[src/rtl/bilinear_interp_pipe.sv]
// Bilinear interpolation pipeline.
//
// Takes a 2x2 pixel neighbourhood, the integer origin of that neighbourhood and an unsigned
// fixed-point target coordinate, and produces the bilinearly interpolated value in unsigned
// Q(WIDTH).(FRAC) format. Three register stages:
//   S1: fractional offsets dx/dy (clamped to [0, ONE]) and clamp flag
//   S2: horizontal lerp of the top and bottom rows (full precision)
//   S3: vertical lerp, optional round-half-up, saturation, output register
// A single global enable stalls every stage together when the output is held.
//
// Ports:
//   i_clk, i_rst                      clock, synchronous active-high reset
//   i_valid / o_ready                 input handshake
//   i_pixel_00/01/10/11               neighbourhood pixels, indexed (row, column)
//   i_x_ori, i_y_ori                  integer origin of the neighbourhood
//   i_x_ne, i_y_ne                    fixed-point target coordinate (COORD.FRAC)
//   i_tag                             user sideband, carried with the beat
//   o_valid / i_ready                 output handshake
//   o_result                          interpolated value, Q(WIDTH).(FRAC)
//   o_clamp                           dx or dy of this beat was clamped
//   o_tag                             i_tag of this beat
module bilinear_interp_pipe #(
  parameter int unsigned WIDTH = 8,
  parameter int unsigned FRAC  = 8,
  parameter int unsigned COORD = 8,
  parameter int unsigned ROUND = 0,
  parameter int unsigned TAG_W = 4
) (
  input  logic                    i_clk,
  input  logic                    i_rst,
  input  logic                    i_valid,
  output logic                    o_ready,
  input  logic [WIDTH-1:0]        i_pixel_00,
  input  logic [WIDTH-1:0]        i_pixel_01,
  input  logic [WIDTH-1:0]        i_pixel_10,
  input  logic [WIDTH-1:0]        i_pixel_11,
  input  logic [COORD-1:0]        i_x_ori,
  input  logic [COORD-1:0]        i_y_ori,
  input  logic [COORD+FRAC-1:0]   i_x_ne,
  input  logic [COORD+FRAC-1:0]   i_y_ne,
  input  logic [TAG_W-1:0]        i_tag,
  output logic                    o_valid,
  input  logic                    i_ready,
  output logic [WIDTH+FRAC-1:0]   o_result,
  output logic                    o_clamp,
  output logic [TAG_W-1:0]        o_tag
);

  // Signed offset width, weight width (0..ONE inclusive), row width, accumulator width.
  localparam int unsigned DW = COORD + FRAC + 1;
  localparam int unsigned WW = FRAC + 1;
  localparam int unsigned RW = WIDTH + FRAC;
  localparam int unsigned AW = WIDTH + 2 * FRAC;

  localparam logic [WW-1:0]        ONE   = {1'b1, {FRAC{1'b0}}};
  localparam logic signed [DW-1:0] ONE_D = DW'(1) << FRAC;
  localparam logic [AW:0]          RND_ADD = (ROUND != 0) ? ((AW + 1)'(1) << (FRAC - 1)) : '0;

  // Every stage moves together; nothing advances while a result waits for downstream.
  logic en;
  assign en      = !o_valid || i_ready;
  assign o_ready = en;

  // ---------------------------------------------------------------------------------------------
  // S1: offsets from the neighbourhood origin, clamped to [0, ONE]
  // ---------------------------------------------------------------------------------------------
  logic signed [DW-1:0] dx_raw, dy_raw;
  logic [WW-1:0]        dx_w, dy_w;
  logic                 dx_c, dy_c;

  assign dx_raw = $signed({1'b0, i_x_ne}) - $signed({1'b0, i_x_ori, {FRAC{1'b0}}});
  assign dy_raw = $signed({1'b0, i_y_ne}) - $signed({1'b0, i_y_ori, {FRAC{1'b0}}});

  always_comb begin
    dx_w = dx_raw[WW-1:0];
    dx_c = 1'b0;
    if (dx_raw[DW-1]) begin
      dx_w = '0;
      dx_c = 1'b1;
    end else if (dx_raw > ONE_D) begin
      dx_w = ONE;
      dx_c = 1'b1;
    end
  end

  always_comb begin
    dy_w = dy_raw[WW-1:0];
    dy_c = 1'b0;
    if (dy_raw[DW-1]) begin
      dy_w = '0;
      dy_c = 1'b1;
    end else if (dy_raw > ONE_D) begin
      dy_w = ONE;
      dy_c = 1'b1;
    end
  end

  logic             s1_valid;
  logic [WIDTH-1:0] s1_p00, s1_p01, s1_p10, s1_p11;
  logic [WW-1:0]    s1_dx, s1_dy;
  logic [TAG_W-1:0] s1_tag;
  logic             s1_clamp;

  always_ff @(posedge i_clk) begin
    if (i_rst) begin
      s1_valid <= 1'b0;
      s1_p00   <= '0;
      s1_p01   <= '0;
      s1_p10   <= '0;
      s1_p11   <= '0;
      s1_dx    <= '0;
      s1_dy    <= '0;
      s1_tag   <= '0;
      s1_clamp <= 1'b0;
    end else if (en) begin
      s1_valid <= i_valid;
      s1_p00   <= i_pixel_00;
      s1_p01   <= i_pixel_01;
      s1_p10   <= i_pixel_10;
      s1_p11   <= i_pixel_11;
      s1_dx    <= dx_w;
      s1_dy    <= dy_w;
      s1_tag   <= i_tag;
      s1_clamp <= dx_c | dy_c;
    end
  end

  // ---------------------------------------------------------------------------------------------
  // S2: horizontal lerp. Each product is at most (2^WIDTH-1)*ONE and the two weights sum to
  // ONE, so the exact row value always fits RW bits.
  // ---------------------------------------------------------------------------------------------
  logic [WW-1:0] inv_dx;
  logic [RW-1:0] r0, r1;

  assign inv_dx = ONE - s1_dx;
  assign r0     = RW'(s1_p00) * RW'(inv_dx) + RW'(s1_p01) * RW'(s1_dx);
  assign r1     = RW'(s1_p10) * RW'(inv_dx) + RW'(s1_p11) * RW'(s1_dx);

  logic             s2_valid;
  logic [RW-1:0]    s2_r0, s2_r1;
  logic [WW-1:0]    s2_dy;
  logic [TAG_W-1:0] s2_tag;
  logic             s2_clamp;

  always_ff @(posedge i_clk) begin
    if (i_rst) begin
      s2_valid <= 1'b0;
      s2_r0    <= '0;
      s2_r1    <= '0;
      s2_dy    <= '0;
      s2_tag   <= '0;
      s2_clamp <= 1'b0;
    end else if (en) begin
      s2_valid <= s1_valid;
      s2_r0    <= r0;
      s2_r1    <= r1;
      s2_dy    <= s1_dy;
      s2_tag   <= s1_tag;
      s2_clamp <= s1_clamp;
    end
  end

  // ---------------------------------------------------------------------------------------------
  // S3: vertical lerp, rounding and saturation. The rounding add gets one spare bit; anything
  // left above RW after the shift means the result would not fit and is saturated.
  // ---------------------------------------------------------------------------------------------
  logic [WW-1:0] inv_dy;
  logic [AW-1:0] acc;
  logic [AW:0]   acc_rnd;
  logic [AW:0]   shifted;
  logic [RW-1:0] result_d;

  assign inv_dy  = ONE - s2_dy;
  assign acc     = AW'(s2_r0) * AW'(inv_dy) + AW'(s2_r1) * AW'(s2_dy);
  assign acc_rnd = {1'b0, acc} + RND_ADD;
  assign shifted = acc_rnd >> FRAC;

  always_comb begin
    result_d = shifted[RW-1:0];
    if (|shifted[AW:RW]) begin
      result_d = '1;
    end
  end

  always_ff @(posedge i_clk) begin
    if (i_rst) begin
      o_valid  <= 1'b0;
      o_result <= '0;
      o_tag    <= '0;
      o_clamp  <= 1'b0;
    end else if (en) begin
      o_valid  <= s2_valid;
      o_result <= result_d;
      o_tag    <= s2_tag;
      o_clamp  <= s2_clamp;
    end
  end

endmodule

[config.mk]
export PLATFORM = sky130hd
export DESIGN_NAME = bilinear_interp_pipe
export DESIGN_NICKNAME = d
export VERILOG_FILES = /design/src/rtl/bilinear_interp_pipe.sv
export SDC_FILE = /design/constraint.sdc
export NUM_CORES = 2
export LEC_CHECK = 0
export BUFFER_PORTS_ARGS = -buffer_cell sky130_fd_sc_hd__buf_2
export CORE_UTILIZATION = 49
export DETAILED_ROUTE_END_ITERATION = 6
export MAX_ROUTING_LAYER = met4
export PLACE_DENSITY = 0.7
export SETUP_SLACK_MARGIN = 0.3
export SYNTH_ARGS = -nofsm -noshare
export SYNTH_HDL_FRONTEND = slang
export SYNTH_SLANG_ARGS = --single-unit
[constraint.sdc]
create_clock -name i_clk -period 15.47 [get_ports i_clk]
set_input_delay 2.3205 -clock i_clk [delete_from_list [all_inputs] [get_ports i_clk]]
set_output_delay 2.3205 -clock i_clk [all_outputs]
set_load 0.05 [all_outputs]
---- Word level (Yosys, flattened, before mapping) ----
Cells that the tools add are included.
word-level totals
  register bits ........................... 125
  input bits .............................. 88
  output and inout bits ................... 23
  word-level logic and storage cells ...... 45
operators by class
  add/subtract/negate cells ............... 7
  multiply operators ...................... 6
  $lt $le $gt $ge ......................... 2
  muxes and demuxes ....................... 8
  bitwise gates (word level) .............. 1
  reductions and logical operators ........ 2
operators by type and width
  kind                  number
  $mul 8x9->16          4
  $mul 16x9->24         2
  $mux 9                4
  $gt 17x10->1 const B  2
  $sub 16x16->17        2
  $add 16x16->16        2
  $add 24x24->24        1
  $sub 9x9->9 const A   2
  $mux 1                4
  $logic_not 1->1       1
  $logic_or 1x1->1      1
  $or 1x1->1            1

---- Depth between registers and ports, before layout ----
  depth after elaboration ................. 5
  depth in mapped cells ................... 30
  gate-level depth less buffers ........... 27

---- Worst setup path after synthesis ----
No wires, ideal clock.
  path type ............................... reg-to-reg
  start ................................... register s1_dx[1]
  end ..................................... register s2_r0[14]
  arrival time ............................ 6453 ps
  required time ........................... 15353 ps
  path slack .............................. 8900 ps
  stages on the path, launching flop included .. 26
  period minus slack after synthesis ...... 6570 ps
  path through ............................ dfxtp_1 -> clkbuf_1 -> clkbuf_1 -> inv_1 -> ha_1 -> inv_1 -> nor4_2 -> xor2_1 -> clkbuf_1 -> nand2_1 -> fa_1 -> fa_1 -> inv_1 -> fa_1 -> fa_1 -> fa_1 -> inv_1 -> fa_1 -> inv_1 -> ha_1 -> a21o_1 -> a21o_1 -> o41ai_1 -> o21ai_0 -> mux2i_1 -> nand2_1
on the way
  cells in the longest elaborated chain, start to end .. 3
ends and longest elaborated chain
  what                    RTL line  RTL
  from (decl)             100       logic [WW-1:0] s1_dx, s1_dy;
  from (signal assigned)  121       s1_dx <= dx_w;
  $sub 9x9->9             135       assign inv_dx = ONE - s1_dx;
  $mul 8x9->16            136       assign r0 = RW'(s1_p00) * RW'(inv_dx) + RW'(s1_p01) * RW'(s1_dx);
  $add 16x16->16 *        136
  to (signal assigned)    155       s2_r0 <= r0;
  to (decl)               140       logic [RW-1:0] s2_r0, s2_r1;
Mark *: on every way between the ends. The rest lies on a longest branch, timed or not.
A chain may end at the register's enable or synchronous reset.

---- Worst setup path after layout ----
  start ................................... register s2_dy[1]
  end ..................................... register o_result[8]
on the way
  cells in the longest elaborated chain, start to end .. 3
ends and longest elaborated chain
  what                    RTL line  RTL
  from (decl)             141       logic [WW-1:0] s2_dy;
  from (signal assigned)  157       s2_dy <= s1_dy;
  $sub 9x9->9             173       assign inv_dy = ONE - s2_dy;
  $mul 16x9->24           174       assign acc = AW'(s2_r0) * AW'(inv_dy) + AW'(s2_r1) * AW'(s2_dy);
  $add 24x24->24 *        174
  to (signal assigned)    193       o_result <= result_d;
  to (decl)               44        output logic [WIDTH+FRAC-1:0] o_result,
Marks and branches as above.

==> flow_summary_export.csv <==
group,metric,value,unit
grt,grt_antenna_before_repair,1,
cts,cts_num_sinks,125,
grt,grt_max_degree,89,
logic_synthesis,synth_edf_count,0,
routing,drc,0,
layout,ff_latch_area,2500,µm²
timing,final-hold-violation-count,0,
logic_synthesis,seq_area_frac_synth,10.7,%
cts,max-clock-path-buffers,2,
placed_design,post-place-ws,8.00,ns
floorplan,num_rows,79,
pwr,p_per_area,37.5,nW/µm²
cts,h-tree-depth,4,
worst_setup_path,critPathLaunch,"s2_dy[1]",
layout,final_cell_mix,"inv_1 (567), nand2_1 (466), fa_1 (449)",
cts,cts_tree,"done",
grt,gr-usage-all-layers,25.3,%
layout,area_growth_syn_to_layout,6.60,%
logic_synthesis,synth-compound-area-share,6.43,%
floorplan,core,46800,µm²
cts,clk_pin_slew,0.07,ns
logic_synthesis,synth.avg_cell_area,8.59,µm²
logic_synthesis,yosysWarnings,0,
placed_design,dp_hpwl,45.5,mm
floorplan,ios,111,
logic_synthesis,synthCells,2720,
cts,cts_setup_buffers,0,
timing,worst_pin_slew,1.29,ns
pwr,p_switching,0.294,mW
grt,globalRouteOverflowTotal,0,
layout,multi_input_area,18200,µm²
worst_setup_path,crit_fanout,19,
logic_synthesis,synth_mux_area_share,0.0857,%
pwr,switching_share,31.4,%
cts,hold_buffers,0,
logic_synthesis,synth_top_family_by_area,"adder cells",
worst_setup_path,cp-end-kind,"flip-flop",
cts,cts-resized-gates,0,
logic_synthesis,synth_nets,3467,
logic_synthesis,synth_top_cell_by_area,"fa_1",
layout,num-fill-cells,4239,
cts,clk-insertion-delay-late,0.46,ns
cts,cts-root-buf,"clkbuf_16",
timing,min_period,7.52,ns
logic_synthesis,async_reset_ff_share,0,%
logic_synthesis,synth.area.top_cells,"fa_1 (38%), ha_1 (11%), dfxtp_1 (11%)",
logic_synthesis,synth-simple-area-share,18.5,%
timing,maxSlewHeadroom,13.5,%
logic_synthesis,ys_types,59,
logic_synthesis,synth-main-ff-cell,"dfxtp_1",
job,maxCapViolations,0,
floorplan,floorplan.initialDensity,49.9,%
pwr,p_clk_share,45.5,%
worst_setup_path,critPathLaunchType,"flip-flop",
timing,whs,0.453,ns
timing,clock_skew,0.00985,ns
floorplan,die_h,220,µm
placed_design,finalWeightedCongestion,0.938,
timing,rsz0062_at_grt,"false",
cts,numCtsBuffers,17,
grt,grt_pass1_vias,18936,
logic_synthesis,synth_top_area_share,38.5,%
timing,fin_tns_setup,0,ns
pwr,internal_power,0.641,mW
placed_design,port_buffers,110,
pwr,power_leakage,12.5,nW
logic_synthesis,netlist_area,23400,µm²
worst_setup_path,critPathKind,"reg -> reg",
timing,finalCritPeriodShare,48.6,%
routing,drtPass1Iterations,5,
routing,vias,17618,
worst_hold_path,hp-start,"s2_valid",
status,status,"completed",
worst_setup_path,critPathRequiredTime,15.82,ns
timing,setup_ws,7.95,ns
logic_synthesis,synth_seq_cells,125,
logic_synthesis,synth-adder-area-share,49.7,%
routing,wirelength,56.1,mm
worst_hold_path,min_path_type,"reg -> reg",
routing,drtIter0Drc,942,
pwr,ir_worst_vdd,0.0000840,V
timing,setup_viol,0,
floorplan,die_w,220,µm
pwr,pwr-share-seq,39.0,%
timing,slew_viol_final,0,
worst_setup_path,arrival,7.87,ns
routing,avgRoutedWirePerCell,16.8,µm
logic_synthesis,synth_xor_area_share,2.91,%
layout,nNetsFinal,3468,
routing,via_per_inst,5.27,
routing,drtAntennaViolNets,0,
layout,final_common_cell,"inv_1",
timing,fmax,0.133,GHz
floorplan,die_area,48500,µm²
layout,final_layout_size_suffix_gt1_share,6.44,%
grt,grt_pass1_wl,93.0,mm
pwr,p_comb_share,15.5,%
worst_setup_path,r2r_start,"s2_dy[1]",
routing by layer:
metal,global-route usage (%),vias to the layer above,routed length [µm],part of all wire (%)
li1,-,8109,-,-
met1,30.2,8908,22900,41
met2,43.0,467,28300,50
met3,2.63,134,2430,4.3
met4,11.7,0,2460,4.4
met5,-,-,0,0
Yosys cell counts, drive strengths merged (3+ instances only):
| cell type | number |
|---|---|
| nor2b | 8 |
| nor2 | 44 |
| nor3b | 4 |
| xnor2 | 53 |
| buf | 25 |
| o221ai | 4 |
| clkbuf | 122 |
| o21bai | 7 |
| o21ai | 41 |
| fa | 449 |
| a21oi | 122 |
| and3 | 6 |
| o211ai | 4 |
| a31oi | 3 |
| a21boi | 3 |
| nand2 | 466 |
| ha | 210 |
| nor4 | 10 |
| nand3 | 11 |
| inv | 568 |
| xor2 | 22 |
| a22o | 16 |
| dfxtp | 125 |
| and2 | 306 |
| o21a | 5 |
| a211oi | 8 |
| nand4 | 8 |
| a21o | 21 |
| nand2b | 7 |
| nor3 | 14 |
path summary, 6_finish.rpt:
check | cells past startpoint | slack (ns) | end
worst min register to register | 2 | 0.45 | s2_valid
worst max-delay path | 25 | 7.95 | o_result[8]
worst min-delay path | 2 | 0.45 | s2_valid
worst max register to register | 25 | 7.95 | o_result[8]
area by class of cell:
cell class / count / area share, %
clock buffers: 19 / 1.82
clock inverters: 13 / 0.603
multi-input cells: 1880 / 73.1
inverters: 568 / 8.57
flip-flops and latches: 125 / 10.1
well taps: 607 / 3.05
repair buffers: 129 / 2.79
diodes: 1 / 0.0101
cells by family (layout without fill, tap and decap cells):
group,count (synthesis),after routing
and+or+nand+nor,894,894
adders and majority gates,659,659
muxes,2,2
AOI/OAI and AO/OA,249,249
xor gates and xnor gates,76,76
DFF,125,125
buffers and inverters,715,729
other,0,1
state kept, by name, indices dropped and copies added, names as in the netlist:
| name | cells |
|---|---|
| s2_tag | 4 |
| s1_dx | 9 |
| s2_r1 | 16 |
| s1_valid | 1 |
| o_clamp | 1 |
| o_tag | 4 |
| s1_p10 | 8 |
| s2_r0 | 16 |
| s1_p01 | 8 |
| s1_p00 | 8 |
| s1_dy | 9 |
| s1_p11 | 8 |
| s1_clamp | 1 |
| s2_clamp | 1 |
| s2_dy | 9 |
| o_valid | 1 |
| o_result | 16 |
| s2_valid | 1 |
| s1_tag | 4 |
power by group through the flow:
stage               clock network (mW)  logic, mW  registers [mW]
detailed placement                   0      0.144           0.370
global placement                     0      0.139           0.370
floorplan                            0      0.108           0.352
global route                     0.441      0.163           0.366
finish                           0.425      0.145           0.364
CTS                              0.431      0.145           0.363
critical path, stage by stage, from the launching register on:
cell and delay, ns:
dfxtp_1 0.52, inv_1 0.18, ha_1 0.22, or4b_1 0.50, nor4_2 0.19, xor2_1 0.80, and2_1 0.26, fa_1 0.41
inv_1 0.08, fa_1 0.43, fa_1 0.52, inv_1 0.06, fa_1 0.49, fa_1 0.50, inv_1 0.05, fa_1 0.47
inv_1 0.04, ha_1 0.33, a21o_1 0.18, a21oi_1 0.14, o21ai_0 0.09, o211ai_1 0.19, nand2_1 0.14, a21oi_1 0.29
mux2i_1 0.24, nand3_1 0.09
through the flow:
stage	utilization [%]	power [mW]	cells	instance area [µm²]
floorplan	-	0.461	2720	23400
global placement	51.9	0.509	3309	24300
detailed placement	51.9	0.514	3309	24300
CTS	53.2	0.940	3341	24900
global route	53.2	0.971	3342	24900
finish	53.2	0.935	3342	24900
Note: power is estimated with default switching activity, not from simulation.
